===== src/rtl/imem_if.sv =====
// Instruction memory read bus between the fetch unit and memory.
// master: fetch unit (req/addr out); slave: memory (rdata/ack out).
interface imem_if;
    logic       imem_req;
    logic [7:0] imem_addr;
    logic [7:0] imem_rdata;
    logic       imem_ack;

    modport master (
        output imem_req,
        output imem_addr,
        input  imem_rdata,
        input  imem_ack
    );

    modport slave (
        input  imem_req,
        input  imem_addr,
        output imem_rdata,
        output imem_ack
    );
endinterface


===== src/rtl/instr_fetch_unit.sv =====
// Instruction fetch unit: PC, one outstanding imem read, 2-entry FIFO.
// Ports: clk, rst (async, active-high), stall, flush, redirect_pc,
//        imem (imem_if.master), if_instruction, if_pc, if_valid.
module instr_fetch_unit #(
    parameter logic [7:0] RESET_PC = 8'h00
) (
    input  logic       clk,
    input  logic       rst,
    input  logic       stall,
    input  logic       flush,
    input  logic [7:0] redirect_pc,
    imem_if.master     imem,
    output logic [7:0] if_instruction,
    output logic [7:0] if_pc,
    output logic       if_valid
);

    typedef struct packed {
        logic [7:0] instr;
        logic [7:0] pc;
    } entry_t;

    // slot0 is always the FIFO head; slot1 is only live when count==2.
    entry_t     slot0;
    entry_t     slot1;
    entry_t     new_e;
    logic [7:0] fetch_pc;
    logic [1:0] count;
    logic       push;
    logic       pop;

    always_comb begin
        imem.imem_req  = !rst && (count < 2'd2) && !flush;
        imem.imem_addr = fetch_pc;
        push           = imem.imem_req && imem.imem_ack;
        if_valid       = (count != 2'd0);
        pop            = if_valid && !stall && !flush;
        new_e          = '{instr: imem.imem_rdata, pc: fetch_pc};
        if_instruction = if_valid ? slot0.instr : 8'h00;
        if_pc          = if_valid ? slot0.pc    : 8'h00;
    end

    always_ff @(posedge clk or posedge rst) begin
        if (rst) begin
            fetch_pc <= RESET_PC;
            count    <= 2'd0;
            slot0    <= '0;
            slot1    <= '0;
        end else if (flush) begin
            // Redirect wins over everything; any ack this cycle is dropped.
            fetch_pc <= redirect_pc;
            count    <= 2'd0;
        end else begin
            if (push)
                fetch_pc <= fetch_pc + 8'd1;
            unique case ({push, pop})
                // Push needs count<2 and pop needs count>0, so count==1.
                2'b11: slot0 <= new_e;
                2'b10: begin
                    if (count == 2'd0)
                        slot0 <= new_e;
                    else
                        slot1 <= new_e;
                    count <= count + 2'd1;
                end
                2'b01: begin
                    slot0 <= slot1;
                    count <= count - 2'd1;
                end
                default: ;
            endcase
        end
    end

endmodule


===== src/flat_wrapper.sv =====
// flat-port wrapper written by rule: the top's interface ports become plain ports
module instr_fetch_unit_flat 
#(
    parameter logic [7:0] RESET_PC = 8'h00
)
  (clk, rst, stall, flush, redirect_pc, if_instruction, if_pc, if_valid, imem_imem_req, imem_imem_addr, imem_imem_rdata, imem_imem_ack);
  imem_if imem_i ();
  input  logic clk;
  input  logic rst;
  input  logic stall;
  input  logic flush;
  input  logic [7:0] redirect_pc;
  output logic [7:0] if_instruction;
  output logic [7:0] if_pc;
  output logic if_valid;
  output wire logic [$bits(imem_i.imem_req)-1:0] imem_imem_req;
  output wire logic [$bits(imem_i.imem_addr)-1:0] imem_imem_addr;
  input wire logic [$bits(imem_i.imem_rdata)-1:0] imem_imem_rdata;
  input wire logic [$bits(imem_i.imem_ack)-1:0] imem_imem_ack;
  assign imem_imem_req = imem_i.imem_req;
  assign imem_imem_addr = imem_i.imem_addr;
  assign imem_i.imem_rdata = imem_imem_rdata;
  assign imem_i.imem_ack = imem_imem_ack;
  instr_fetch_unit #(.RESET_PC(RESET_PC)) u_core (.clk(clk), .rst(rst), .stall(stall), .flush(flush), .redirect_pc(redirect_pc), .imem(imem_i), .if_instruction(if_instruction), .if_pc(if_pc), .if_valid(if_valid));
endmodule

===== config.mk =====
export PLATFORM = sky130hd
export DESIGN_NAME = instr_fetch_unit_flat
export DESIGN_NICKNAME = d
export VERILOG_FILES = /design/src/rtl/imem_if.sv /design/src/rtl/instr_fetch_unit.sv /design/src/flat_wrapper.sv
export SDC_FILE = /design/constraint.sdc
export NUM_CORES = 1
export LEC_CHECK = 0
export ABC_CLOCK_PERIOD_IN_PS = 2490
export BUFFER_PORTS_ARGS = -buffer_cell sky130_fd_sc_hd__buf_2
export CORE_MARGIN = 3
export CORE_UTILIZATION = 30
export DETAILED_ROUTE_END_ITERATION = 8
export GPL_TIMING_DRIVEN = 0
export PLACE_DENSITY = 0.6
export SYNTH_ARGS = -nofsm -noshare
export SYNTH_HDL_FRONTEND = slang
export SYNTH_SLANG_ARGS = --single-unit

===== constraint.sdc =====
create_clock -name clk -period 2.49 [get_ports clk]
set_input_delay 0.249 -clock clk [delete_from_list [all_inputs] [get_ports clk]]
set_output_delay 0.249 -clock clk [all_outputs]
set_load 0.1 [all_outputs]

==> results.cfg, run 1 <==
[clock_tree]
cts_hold_buffers = 0
clkLatencyLatePin_ns = 0.30
post_cts_resized = 0
cts_max_path_buffers = 2
clk_pin_slew_worst_paths_ns = 0.08
tritoncts = built
clock_sinks = 42
cts_made_buffers = 5
cts_max_level = 2
post_cts_buffers = 0
cts-root-buf = clkbuf_8

[die]
core_sq_mm = 0.00698
ios = 47
fp-row-count = 30
initial_core_util = 0.319
die_area_sq_mm = 0.00849
die_height_um = 92.1
die_w_um = 92.1

[global_route]
antenna_found_initial = 0
gr-max-usage-layer = met2
grt_use_total = 0.144
use_met2 = 0.227
grt_util_met3 = 0.0304
gr-total-overflow = 0
grt_pass1_vias = 1883
grt_max_degree = 28
use_met1 = 0.199
grt_pass1_wl_um = 9620

[placed_design]
gp_congestion = 0.756
port_buffers = 44
hpwl_um = 4310

[critical_path]
rr_worst_depth = 4
r2r-end = u_core.slot0[2]
cp_max_fo = 10
crit_path_start_kind = register
crit_start = u_core.count[0]
r2r-start = u_core.count[1]
endpoint_kind = output pin
worstPathRequired_ns = 2.24
crit_end = if_instruction[3]
crit_arrival_ns = 2.12
ff2ff_setup_slack_ns = 0.26
criticalPathCategory = register to output pin

[layout]
fin_nets = 274
diodes = 0
syn_to_final_growth_pct = 20.6
drive_above_1_share = 0.336

[synthesis]
yosysTopAreaCell = dfrtp_1
yosys_warnings = 0
synthTopCellsByArea = dfrtp_1 47%, mux2_2 8.1%, o221ai_1 6.3%
synth_common_cells = 42 x dfrtp_1, 17 x and2_1, 16 x mux2_2, 16 x o221ai_1, 16 x o2bb2ai_1
yosysUniqueCellTypes = 37
yosysMostFrequentCell = dfrtp_1
syn_inst = 200
synth_ff_type = dfrtp_1
syn_area_sq_mm = 0.00223
yosysSeqAreaShare = 0.472
synth_top_cell_area_share = 0.472
synth_nets = 222
async_flop_share = 1.00
syn_area_per_cell_sq_um = 11.1
synth-edff-count = 0
ys_seq_elements = 42

[routing]
antenna_left = 0
via_per_inst = 5.32
wl_per_cell_um = 17.4
wl_um = 6070
drc = 0
initialDrtViolationCount = 90
num_vias = 1857
firstDrtPassIters = 4

[sta]
fin_crit_sh = 0.953
fin_skew_ns = 0.00436
fin_tns_setup_ns = 0
setup_violations = 0
hold_viol = 0
min_period_ns = 2.37
slew_viol_final = 0
tightest_slew_ns = 0.792
relSlewSlack = 0.470
grt_setup_unrepaired = no
timing.fmax_mhz = 422

[pwr]
power_density_mw_per_mm2 = 657
sw_frac_of_total = 0.356
p_total_mw = 1.76
comb_power_share = 0.254
irDropWorstVdd_mv = 0.317
p_switching_mw = 0.628
power.leakage_nw = 1.19
p_int_mw = 1.14
pwr-share-seq = 0.477
clkPwrFrac = 0.269

[run_status]
status = completed

[flow_run]
maxCapViolations = 0

[hold_path]
min_path_type = input port to asynchronous set/reset pin
## cell usage in the layout, fill, tap and decap left out, types with 2 or more instances in the layout
master	netlist	layout
buf_2	4	48
dfrtp_1	42	42
and2_1	17	17
o221ai_1	16	16
o2bb2ai_1	16	16
mux2_2	16	16
a31oi_1	15	15
clkbuf_1	13	13
nand2_1	12	12
o311ai_0	6	6
clkbuf_8	0	6
o21ai_0	4	4
buf_6	3	3
inv_1	4	3
nand3_1	2	2
o41ai_1	2	2
or4_1	2	2
o211ai_1	2	2
nor4b_2	2	2
or2_2	2	2
mux2i_1	2	2
xnor2_1	2	2
## worst min path at each step
| stage | from | to | slack (ns) | cells past startpoint |
|---|---|---|---|---|
| 3_5_place_dp | rst | u_core.imem.imem_addr[0] | 0.33 | 2 |
| 3_3_place_gp | redirect_pc[1] | u_core.imem.imem_addr[1] | 0.46 | 3 |
| 4_1_cts | rst | u_core.slot0[13] | 0.006 | 2 |
| 5_1_grt | rst | u_core.slot0[13] | 0.01 | 2 |
| 6_report | rst | u_core.imem.imem_addr[0] | 0.0007 | 2 |
| 2_1_floorplan | redirect_pc[0] | u_core.imem.imem_addr[0] | 0.37 | 2 |
## flip-flops by register name, indices dropped and copies added, names as in the netlist
register	count
u_core.imem.imem_addr	8
u_core.count	2
u_core.slot1	16
u_core.slot0	16
## routing by layer
| layer | up-vias | wire length, um |
|---|---|---|
| li1 | 882 | - |
| met3 | 12 | 241 |
| met4 | 0 | 69 |
| met5 | - | 0 |
| met1 | 913 | 3010 |
| met2 | 50 | 2760 |
## layout make-up
class / count / area [sq um]
Timing Repair Buffer: 45 / 240
Sequential cell: 42 / 1050
Clock inverter: 1 / 5.00
Multi-Input combinational cell: 134 / 1060
Buffer: 20 / 104
Clock buffer: 7 / 86.3
Fill cell: 749 / 4300
Inverter: 4 / 15.0
Tap cell: 96 / 120
## power groups by stage
stage / Clock (mW) / Sequential (mW) / Combinational [mW]
6_report: 0.474 / 0.842 / 0.448
5_1_grt: 0.514 / 0.855 / 0.477
3_5_place_dp: 0 / 0.856 / 0.449
4_1_cts: 0.480 / 0.842 / 0.451
3_3_place_gp: 0 / 0.853 / 0.439
2_1_floorplan: 0 / 0.928 / 0.262
## worst max-delay path, cell delays in order, from the launching register on
cell and delay [ns]:
dfrtp_1 0.46, or2_2 0.15, clkbuf_1 0.22, clkbuf_1 0.37
and2_1 0.20, buf_2 0.42
## cell families after synthesis
logic type | after synthesis | share of synthesized area
buf+inv | 24 | 0.0528
compound gates | 66 | 0.234
mux | 18 | 0.0899
simple gates | 47 | 0.138
fa+ha+maj | 1 | 0.00562
xor+xnor | 2 | 0.00787
flops | 42 | 0.472
## metrics by stage
step | worst slack [ns] | hold slack [ns] | utilization | cell area [sq um] | cells
floorplan | 0.171 | 0.370 | - | 2230 | 200
global placement | 0.358 | 0.462 | 0.368 | 2570 | 340
detailed placement | 0.297 | 0.329 | 0.371 | 2590 | 341
CTS | 0.0935 | 0.00629 | 0.384 | 2680 | 349
global route | 0.0124 | 0.0133 | 0.384 | 2680 | 349
finish | 0.118 | 0.000735 | 0.384 | 2680 | 349
(Power assumes the default switching activity.)
==> run 2, diff against run 1 <==
==> constraint.sdc (replaced) <==
create_clock -name clk -period 2.49 [get_ports clk]
set_input_delay 0.1245 -clock clk [delete_from_list [all_inputs] [get_ports clk]]
set_output_delay 0.1245 -clock clk [all_outputs]
set_load 0.1 [all_outputs]
==> run 2 against run 1 <==
Compared with the run above: core utilization increased by 0.14 points; sequential share of layout area decreased by 0.15 points; largest cell class unchanged; largest power group unchanged; sequential power about the same; clock skew decreased by 0.0011 ns; final cell count increased by 0.29%.
==> results.cfg, run 2 (same netlist as run 1, synthesis figures left out) <==
[routing]
route.met2.wl_um = 2740
antenna_left = 0
drc = 0
firstDrtPassIters = 4
num_vias = 1882
wl_per_cell_um = 17.4
initialDrtViolationCount = 91
dr.max_layer_used = met4
dr_wl_met3_um = 321
wl_met1_um = 2950
via_per_inst = 5.38
wl_um = 6080

[pwr]
irDropWorstVdd_mv = 0.318
power_density_mw_per_mm2 = 654
power.leakage_nw = 1.20

[global_route]
antenna_found_initial = 0
grt_use_total = 0.144
grt_max_degree = 28
grt_pass1_vias = 1889
gr-total-overflow = 0
grt_pass1_wl_um = 9620

[sta]
fin_skew_ns = 0.00329
tightest_slew_ns = 0.779
fin_tns_setup_ns = 0
slew_viol_final = 0
grt_setup_unrepaired = no
relSlewSlack = 0.479
layout_setup_ws_ns = 0.226
hold_viol = 0
min_period_ns = 2.26
timing.hold.ws_ns = 0.0370
fin_crit_sh = 0.909
setup_violations = 0
timing.fmax_mhz = 442

[layout]
fin_nets = 275
final_common_cell = buf_2
num-fill-cells = 748
diodes = 0
drive_above_1_share = 0.335
final_cell_mix = 48 x buf_2, 42 x dfrtp_1, 17 x and2_1
stdcell_area_sq_mm = 0.00269
syn_to_final_growth_pct = 21.0

[die]
fp-row-count = 30
initial_core_util = 0.319
core_sq_mm = 0.00698
ios = 47
die_height_um = 92.1
die_w_um = 92.1
die_area_sq_mm = 0.00849

[critical_path]
cp_max_fo = 10
criticalPathCategory = input port to register
crit_path_start_kind = input port
crit_arrival_ns = 2.44
worstPathRequired_ns = 2.67
endpoint_kind = register

[clock_tree]
cts_max_level = 2
cts_made_buffers = 5
cts_hold_buffers = 1
clkLatencyLatePin_ns = 0.30
cts_max_path_buffers = 2
clk_pin_slew_worst_paths_ns = 0.08
post_cts_buffers = 0
cts-root-buf = clkbuf_8
tritoncts = built
post_cts_resized = 0
clock_sinks = 42

[placed_design]
place_ws_ns = 0.297
post_dp_cell_area_sq_mm = 0.00259
port_buffers = 44
hpwl_um = 4310
gp_congestion = 0.756

[run_status]
status = completed

[hold_path]
min_path_type = input port to register

[flow_run]
maxCapViolations = 0
run 2: stage by stage:
step                      cells  total power, mW  utilization
after floorplan             200             1.19            -
after global placement      340             1.29        0.368
after detailed placement    341             1.31        0.371
after CTS                   350             1.77        0.386
after global routing        350             1.85        0.386
final                       350             1.76        0.386
run 2: area by class of cell:
| cell class | count | area [sq um] | area share |
|---|---|---|---|
| well taps | 96 | 120 | 0.0446 |
| clock buffers | 7 | 86.3 | 0.0320 |
| multi-input cells | 134 | 1060 | 0.394 |
| plain buffers | 20 | 104 | 0.0386 |
| repair buffers | 46 | 250 | 0.0929 |
| clock inverters | 1 | 5.00 | 0.00186 |
| flip-flops and latches | 42 | 1050 | 0.390 |
| inverters | 4 | 15.0 | 0.00557 |
run 2: where the power goes:
group / internal [mW] / switching [mW] / leakage, nW
combinational: 0.137 / 0.311 / 0.598
clock: 0.224 / 0.248 / 0.0482
sequential: 0.776 / 0.0660 / 0.552
total: 1.14 / 0.625 / 1.20
run 2: worst paths after layout:
path | from | to | slack, ns | depth (start not counted)
worst min register to register | u_core.slot0[10] | u_core.slot0[10] | 0.49 | 1
worst min-delay path | redirect_pc[1] | u_core.imem.imem_addr[1] | 0.04 | 3
worst max register to register | u_core.count[1] | u_core.slot0[2] | 0.29 | 4
worst max-delay path | rst | u_core.slot0[2] | 0.23 | 6
min in group asynchronous | rst | u_core.imem.imem_addr[0] | 0.43 | 3
max in group asynchronous | rst | u_core.slot0[6] | 1.58 | 4
run 2: routing by layer:
metal	track usage	vias to the layer above
met5	0	-
met3	0.0304	10
met2	0.227	58
met4	0.0421	0
met1	0.199	929
li1	-	885
run 2: critical path, stage by stage:
cell	delay [ns]
dlygate4sd3_1	0.53
buf_2	0.18
nor4b_2	0.69
o21ai_1	0.44
buf_2	0.32
o2bb2ai_1	0.16
